--- src/rtl/arb_pkg.sv ---
// Shared types and constants for the two-master RAM data-port arbiter.
package arb_pkg;

  typedef enum logic [1:0] {
    OWN_NONE = 2'd0,
    OWN_M0   = 2'd1,
    OWN_M1   = 2'd2
  } owner_t;

  localparam int         RD_LATENCY = 1;
  localparam logic [7:0] HOLD_SAT   = 8'hFF;

  // Consecutive-grant counter saturates instead of wrapping.
  function automatic logic [7:0] hold_inc(input logic [7:0] cnt);
    return (cnt == HOLD_SAT) ? cnt : cnt + 8'd1;
  endfunction

endpackage

--- src/rtl/arb_rr2.sv ---
// Two-requester round-robin grant with a bounded hold; purely combinational.
module arb_rr2
  import arb_pkg::*;
#(
  parameter int MAX_HOLD = 4
) (
  input  logic       i_req0,
  input  logic       i_req1,
  input  owner_t     i_owner,
  input  logic [7:0] i_hold_cnt,
  output logic [1:0] o_gnt
);

  logic w_hold_done;

  assign w_hold_done = (i_hold_cnt >= 8'(MAX_HOLD));

  always_comb begin
    o_gnt = 2'b00;
    unique case ({i_req1, i_req0})
      2'b01: o_gnt = 2'b01;
      2'b10: o_gnt = 2'b10;
      2'b11: begin
        // Contention: the owner keeps the port until its hold budget is spent.
        case (i_owner)
          OWN_M0:  o_gnt = w_hold_done ? 2'b10 : 2'b01;
          OWN_M1:  o_gnt = w_hold_done ? 2'b01 : 2'b10;
          default: o_gnt = 2'b01;
        endcase
      end
      default: o_gnt = 2'b00;
    endcase
  end

endmodule

--- src/rtl/data_port_arbiter.sv ---
// Shares the RAM data port between the CPU data path (M0) and a secondary master (M1).
// owner | meaning: OWN_NONE idle last cycle, OWN_M0 / OWN_M1 master granted last cycle
module data_port_arbiter
  import arb_pkg::*;
#(
  parameter int ADDR_W   = 32,
  parameter int DATA_W   = 32,
  parameter int MAX_HOLD = 4
) (
  input  logic                clk,
  input  logic                rst,
  input  logic                m0_en,
  input  logic [DATA_W/8-1:0] m0_wen,
  input  logic [ADDR_W-1:0]   m0_addr,
  input  logic [DATA_W-1:0]   m0_wdata,
  output logic                m0_ready,
  output logic [DATA_W-1:0]   m0_rdata,
  output logic                m0_rvalid,
  input  logic                m1_en,
  input  logic [DATA_W/8-1:0] m1_wen,
  input  logic [ADDR_W-1:0]   m1_addr,
  input  logic [DATA_W-1:0]   m1_wdata,
  output logic                m1_ready,
  output logic [DATA_W-1:0]   m1_rdata,
  output logic                m1_rvalid,
  output logic                s_en,
  output logic [DATA_W/8-1:0] s_wen,
  output logic [ADDR_W-1:0]   s_addr,
  output logic [DATA_W-1:0]   s_wdata,
  input  logic [DATA_W-1:0]   s_rdata
);

  owner_t     r_owner;
  logic [7:0] r_hold_cnt;
  owner_t     r_rtag_q [RD_LATENCY];

  logic [1:0] w_gnt_raw;
  logic [1:0] w_gnt;
  owner_t     w_gnt_owner;
  owner_t     w_rtag;
  logic       w_is_read;

  arb_rr2 #(
    .MAX_HOLD (MAX_HOLD)
  ) u_rr2 (
    .i_req0     (m0_en),
    .i_req1     (m1_en),
    .i_owner    (r_owner),
    .i_hold_cnt (r_hold_cnt),
    .o_gnt      (w_gnt_raw)
  );

  // Reset forces the whole combinational face of the block to zero.
  assign w_gnt = rst ? 2'b00 : w_gnt_raw;

  always_comb begin
    w_gnt_owner = OWN_NONE;
    if (w_gnt[0]) begin
      w_gnt_owner = OWN_M0;
    end else if (w_gnt[1]) begin
      w_gnt_owner = OWN_M1;
    end
  end

  always_comb begin
    s_en    = 1'b0;
    s_wen   = '0;
    s_addr  = '0;
    s_wdata = '0;
    if (w_gnt[0]) begin
      s_en    = 1'b1;
      s_wen   = m0_wen;
      s_addr  = m0_addr;
      s_wdata = m0_wdata;
    end else if (w_gnt[1]) begin
      s_en    = 1'b1;
      s_wen   = m1_wen;
      s_addr  = m1_addr;
      s_wdata = m1_wdata;
    end
  end

  assign m0_ready  = w_gnt[0];
  assign m1_ready  = w_gnt[1];
  assign w_is_read = s_en && (s_wen == '0);

  always_ff @(posedge clk or posedge rst) begin
    if (rst) begin
      r_owner    <= OWN_NONE;
      r_hold_cnt <= 8'd0;
    end else if (w_gnt_owner == OWN_NONE) begin
      r_owner    <= OWN_NONE;
      r_hold_cnt <= 8'd0;
    end else if (w_gnt_owner == r_owner) begin
      r_hold_cnt <= hold_inc(r_hold_cnt);
    end else begin
      r_owner    <= w_gnt_owner;
      r_hold_cnt <= 8'd1;
    end
  end

  // Read-return tags ride a RD_LATENCY-deep pipe so returns line up with s_rdata.
  always_ff @(posedge clk or posedge rst) begin
    if (rst) begin
      for (int i = 0; i < RD_LATENCY; i++) begin
        r_rtag_q[i] <= OWN_NONE;
      end
    end else begin
      r_rtag_q[0] <= w_is_read ? w_gnt_owner : OWN_NONE;
      for (int i = 1; i < RD_LATENCY; i++) begin
        r_rtag_q[i] <= r_rtag_q[i-1];
      end
    end
  end

  assign w_rtag    = r_rtag_q[RD_LATENCY-1];
  assign m0_rvalid = (w_rtag == OWN_M0);
  assign m1_rvalid = (w_rtag == OWN_M1);
  assign m0_rdata  = (w_rtag == OWN_M0) ? s_rdata : '0;
  assign m1_rdata  = (w_rtag == OWN_M1) ? s_rdata : '0;

endmodule
--- config.mk ---
export PLATFORM = sky130hd
export DESIGN_NAME = data_port_arbiter
export DESIGN_NICKNAME = d
export VERILOG_FILES = /design/src/rtl/arb_pkg.sv /design/src/rtl/arb_rr2.sv /design/src/rtl/data_port_arbiter.sv
export SDC_FILE = /design/constraint.sdc
export NUM_CORES = 1
export LEC_CHECK = 0
export CAP_MARGIN = 20
export CORE_AREA = 2 2 120 122
export DETAILED_ROUTE_END_ITERATION = 7
export DIE_AREA = 0 0 122 124
export DONT_BUFFER_PORTS = 1
export GPL_TIMING_DRIVEN = 0
export PLACE_DENSITY_LB_ADDON = 0.25
export SYNTH_ARGS = -nofsm -noshare
export SYNTH_HDL_FRONTEND = slang
export SYNTH_HIERARCHICAL = 1
export SYNTH_SLANG_ARGS = --single-unit
export TNS_END_PERCENT = 20
--- constraint.sdc ---
create_clock -name clk -period 6.22 [get_ports clk]
set_input_delay 1.555 -clock clk [delete_from_list [all_inputs] [get_ports clk]]
set_output_delay 1.555 -clock clk [all_outputs]
set_load 0.02 [all_outputs]
Word-level counts from Yosys, hierarchy flattened
Index checks and enable logic that the tools add are counted.
Storage, ports and cells
  input port bits: 172
  word-level logic and storage cells: 42
  flip-flop bits (word level): 12
Operators by class
  add/sub/neg operators: 1
  $lt $le $gt $ge: 1
  reductions and logical operators: 3
  equality and inequality tests: 11
  multiplexer cells: 23
Operators by type and width (count)
  32-bit two-way mux: 6
  8-bit two-way mux: 3
  2-bit two-way mux: 8
  8-bit by 1-bit adder with 8-bit output, second input constant: 1
  2-bit equality test, second input constant: 4
  8-bit equality test, second input constant: 1
  8-bit by 3-bit greater-or-equal comparator with 1-bit output, second input constant: 1
  4-bit two-way mux: 2
  2-bit by 1-bit equality test with 1-bit output, second input constant: 3
  2-bit one-hot mux with 3 select lines: 1
  4-bit zero test: 1
  2-bit one-hot mux with 2 select lines: 1
  3-bit inequality test, second input constant: 1
  2-bit equality test: 1
  2-bit zero test: 1
  1-bit two-way mux: 2
  2-bit inequality test, second input constant: 1
  1-bit logical AND: 1

Longest topological paths before layout
Gate-level depths: netlist of run 1.
  depth after elaboration: 10
  mapped depth: 9
  mapped depth without buffers: 7

Modules after synthesis
Netlist of run 1, hierarchy kept.
Modules (own cells, without submodules)
  data_port_arbiter: area each 1805.5 um^2, seq. area each 300.3 um^2, times used 1, cells an instance 226
  arb_rr2: area each 101.3 um^2, seq. area each 0.0 um^2, times used 1, cells an instance 12

Least setup slack after synthesis of run 1
No wires, ideal clock.
  path type: input -> output
  start point: input port m1_en
  end point: output port s_addr[0]
  stages: 7
  arrival time: 2.883 ns
  data required time: 4.665 ns
  path slack: 1.782 ns
  cell sequence: inv_1 -> a31oi_1 -> nor2b_4 -> and2b_4 -> buf_6 -> buf_6 -> a22o_1
On the way
  cells in the longest elaborated chain, start to end: 5
RTL lines
  start: declaration: line data_port_arbiter.sv:19  | input logic m1_en,
  2-bit equality test or 2-bit by 1-bit equality test with 1-bit output (tied branches): line arb_rr2.sv:20  | unique case ({i_req1, i_req0})
  2-bit one-hot mux with 3 select lines *: line arb_rr2.sv:20
  via w_gnt_raw[1]: line data_port_arbiter.sv:37  | logic [1:0] w_gnt_raw;
  2-bit two-way mux *: line data_port_arbiter.sv:54  | assign w_gnt = rst ? 2'b00 : w_gnt_raw;
  via m1_ready: line data_port_arbiter.sv:23  | output logic m1_ready,
  32-bit two-way mux *: line data_port_arbiter.sv:75  | end else if (w_gnt[1]) begin
  32-bit two-way mux *: line data_port_arbiter.sv:70  | if (w_gnt[0]) begin
  end: declaration: line data_port_arbiter.sv:28  | output logic [ADDR_W-1:0] s_addr,
Mark *: on every way through the listed nets, which the timed path passes. The rest lies on a longest branch.

Worst setup path in the final report of run 1
  start point: register r_hold_cnt[6]
  end point: output port s_addr[11]
On the way
  cells in the longest elaborated chain, start to end: 7
RTL lines
  start: declaration: line data_port_arbiter.sv:34  | logic [7:0] r_hold_cnt;
  start signal: assignment: line data_port_arbiter.sv:95  | r_hold_cnt <= hold_inc(r_hold_cnt);
  8-bit by 3-bit greater-or-equal comparator with 1-bit output *: line arb_rr2.sv:16  | assign w_hold_done = (i_hold_cnt >= 8'(MAX_HOLD));
  2-bit two-way mux (on tied branches): line arb_rr2.sv:27, arb_rr2.sv:26
  2-bit one-hot mux with 2 select lines *: line arb_rr2.sv:25  | case (i_owner)
  2-bit one-hot mux with 3 select lines *: line arb_rr2.sv:20
  via w_gnt_raw[1]: line data_port_arbiter.sv:37
  2-bit two-way mux *: line data_port_arbiter.sv:54
  via m1_ready: line data_port_arbiter.sv:23
  32-bit two-way mux *: line data_port_arbiter.sv:75
  32-bit two-way mux *: line data_port_arbiter.sv:70
Marked as above.

==> flow_metrics.tcl, run 1 <==
set metrics [dict create \
    multi_input_area_um2 1460 \
    grt_start_max_net_pins 14 \
    clk_latency_ns 0.24 \
    post-route-period-util_pct 82.2 \
    grt_antenna_before_repair 2 \
    fin_nets 418 \
    wl_um 9580 \
    die_area_um2 15100 \
    cts_sinks 12 \
    cts_hold_buf 0 \
    end_kind "primary output" \
    synthArstFlopShare_pct 100 \
    fillers 1557 \
    cp.required_ns 4.66 \
    vias 2101 \
    die_w_um 122 \
    first_global_vias 1731 \
    wl_met3_um 917 \
    yosysUniqueCellTypes 41 \
    track_usage_pct 10.6 \
    leakage_nw 0.889 \
    finalClockSkew_ns 0.00492 \
    cts_setup_buffers 0 \
    final_antenna_net_count 0 \
    cts_buffer_depth 2 \
    tightest_slew_ns 0.773 \
    drv_cap 0 \
    setup_viol 0 \
    ios 309 \
    wl_per_cell_um 22.5 \
    met2_length_um 5080 \
    maxSlewHeadroom_pct 48.2 \
    period_minus_slack_ns 5.11 \
    yosysSeqAreaShare_pct 15.7 \
    cts_root_buffer "clkbuf_16" \
    postCtsResizedCells 0 \
    regArea_um2 300 \
    drive_gt1_share_pct 10.7 \
    hold_class "reg -> reg" \
    cts_tree "done" \
    detailed_place_hpwl_um 8540 \
    io_buffers 0 \
    final-max-slew-violation-count 0 \
    powerDensity_nw_per_um2 148 \
    coreArea_um2 13700 \
    viasPerCell 4.93 \
    syn_area_um2 1910 \
    cts_made_buffers 3 \
    syn_inst 238 \
    worstPathArrival_ns 3.56 \
    synth_top_flop_cell "dfrtp_1" \
    design_area_um2 2230 \
    area_growth_pct 17.0 \
    path_class "reg -> out" \
    yosysWarnings 6 \
    clock.fmax_ghz 0.196 \
    place.gp.congestion 0.773 \
    dpl_cell_area_um2 2130 \
    chipHeight_um 124 \
    path_clk_slew_ns 0.04 \
    final_hold_viol_count 0 \
    ys_seq_elements 12 \
    synth-edff-count 0 \
    status "complete, no violations" \
    worst_setup_path_start_kind "register" \
    tns_ns 0 \
    synth_nets 413 \
    top_layer_used "met4" \
    overflow 0 \
    synth.avg_cell_area_um2 8.01 \
    rows 43 \
    drtIter0Drc 120 \
    start_util_pct 13.9 \
    drcViolationCount 0 \
    m1WireLength_um 3470 \
    grt_first_pass_wirelength_um 11200 \
    cp_max_fo 10 \
    rsz0062_at_grt "no" \
    vdd_ir_drop_max_v 0.0000907 \
    first_pass_iters 4 \
    htreeDepth 1 \
    final_util_pct 16.3 \
]
-- routing by layer --
layer / up-vias / global-route usage, %
li1: 913 / -
met1: 986 / 11.5
met2: 198 / 20.3
met3: 4 / 2.70
met4: 0 / 2.66
met5: - / 0
-- state kept, by name (all words and copies together) (netlist names) --
register,count
r_hold_cnt,8
r_owner,2
r_rtag_q,2
-- critical path, stage by stage, from the launching register on --
cell and delay [ns]:
dfrtp_1 0.44, or4_4 0.56, or4b_1 0.52, a31oi_1 0.62, nor2b_4 0.36, and2b_4 0.20
buf_6 0.16, buf_6 0.16, a22o_1 0.30
-- logic make-up (layout without fill, tap and decap cells) --
logic type | count (synthesis) | count (layout) | synth area share (%)
AO/OA/AOI/OAI | 87 | 87 | 37.6
adder cells (fa/ha/maj) | 3 | 3 | 1.97
buffers and inverters | 28 | 32 | 7.87
flip-flops | 12 | 12 | 15.7
other | 0 | 4 | 0
AND/OR/NAND/NOR | 108 | 108 | 36.8
-- through the flow --
| stage | worst slack, ns | power, W | hold WS, ns | std cells |
|---|---|---|---|---|
| 2_1_floorplan | 1.78 | 0.000182 | 0.525 | 238 |
| 3_3_place_gp | 1.28 | 0.000200 | 0.571 | 418 |
| 3_5_place_dp | 1.27 | 0.000200 | 0.580 | 418 |
| 4_1_cts | 1.04 | 0.000334 | 0.586 | 422 |
| 5_1_grt | 0.922 | 0.000344 | 0.612 | 422 |
| 6_report | 1.11 | 0.000331 | 0.588 | 426 |
-- report_power, final --
part | internal [W] | switching, W
clock network | 0.0000973 | 0.0000358
registers | 0.0000801 | 0.00000232
logic | 0.0000337 | 0.0000815
-- path summary, 6_finish.rpt --
kind / startpoint / end / slack (ns) / cells past startpoint
min in group asynchronous: rst / r_hold_cnt[2]$_DFFE_PP0P_ / 1.44 / 2
max: r_hold_cnt[6]$_DFFE_PP0P_ / s_addr[11] / 1.11 / 8
max in group asynchronous: rst / r_rtag_q[0]$_DFF_PP0_ / 4.43 / 2
min reg2reg: r_hold_cnt[6]$_DFFE_PP0P_ / r_hold_cnt[6]$_DFFE_PP0P_ / 0.59 / 1
max reg2reg: r_hold_cnt[6]$_DFFE_PP0P_ / r_rtag_q[1]$_DFF_PP0_ / 3.06 / 7
min: r_hold_cnt[6]$_DFFE_PP0P_ / r_hold_cnt[6]$_DFFE_PP0P_ / 0.59 / 1
-- cell usage after synthesis, types with 2 or more instances --
cell type,number,area [um2]
a21oi_1,7,35.0
nand2_1,5,18.8
nor4b_2,2,30.0
o21ai_0,2,10.0
nor4b_1,2,17.5
ha_1,3,37.5
inv_1,4,15.0
a211oi_1,2,15.0
and4_1,2,17.5
nand3b_1,3,22.5
and3_1,2,12.5
nor3_1,6,30.0
a41oi_1,2,17.5
a31oi_1,3,18.8
nor2b_1,3,18.8
buf_6,4,45.0
nor2_1,5,18.8
nand3_1,3,15.0
clkbuf_1,9,33.8
buf_2,9,45.0
dfrtp_1,12,300
nand4_1,2,12.5
and2_1,64,400
a22o_1,65,569
-- cells in the final DEF (no fill, tap or decap), types with 5 or more instances in the layout --
| cell | n |
|---|---|
| a22o_1 | 65 |
| and2_1 | 64 |
| dfrtp_1 | 12 |
| buf_2 | 9 |
| clkbuf_1 | 9 |
| a21oi_1 | 7 |
| nor3_1 | 6 |
| nor2_1 | 5 |
| nand2_1 | 5 |
-- cell type report --
class / count / share of cell area [%]
buffer: 24 / 6.06
multi-input combinational: 198 / 65.3
clock buffer: 4 / 3.98
inverter: 4 / 0.673
antenna: 4 / 0.449
tap: 180 / 10.1
sequential: 12 / 13.5
(Power assumes the default switching activity.)
==> run 2, diff against run 1 <==
Clock period 6.22 ns to 5.33 ns, I/O delays scaled along.
==> results of run 2 <==
The final DEF is identical to that of run 1. Status: complete, no violations.
Main changes from that run: setup slack after placement 1.27 ns -> 0.634 ns; setup slack after layout 1.11 ns -> 0.438 ns; register-to-register setup slack 3.06 ns -> 2.17 ns; total power 0.000331 W -> 0.000386 W; worst IR drop on VDD 0.0000907 V -> 0.000106 V
==> run 3, diff against run 2 <==
Settings changed: CTS_CLUSTER_DIAMETER set to 50, HOLD_SLACK_MARGIN set to 0.06.
==> results of run 3 <==
The final DEF is identical to that of run 1. Status: complete, no violations.
Main changes from that run: setup slack after placement 1.27 ns -> 0.634 ns; setup slack after layout 1.11 ns -> 0.438 ns; register-to-register setup slack 3.06 ns -> 2.17 ns; total power 0.000331 W -> 0.000386 W; worst IR drop on VDD 0.0000907 V -> 0.000106 V
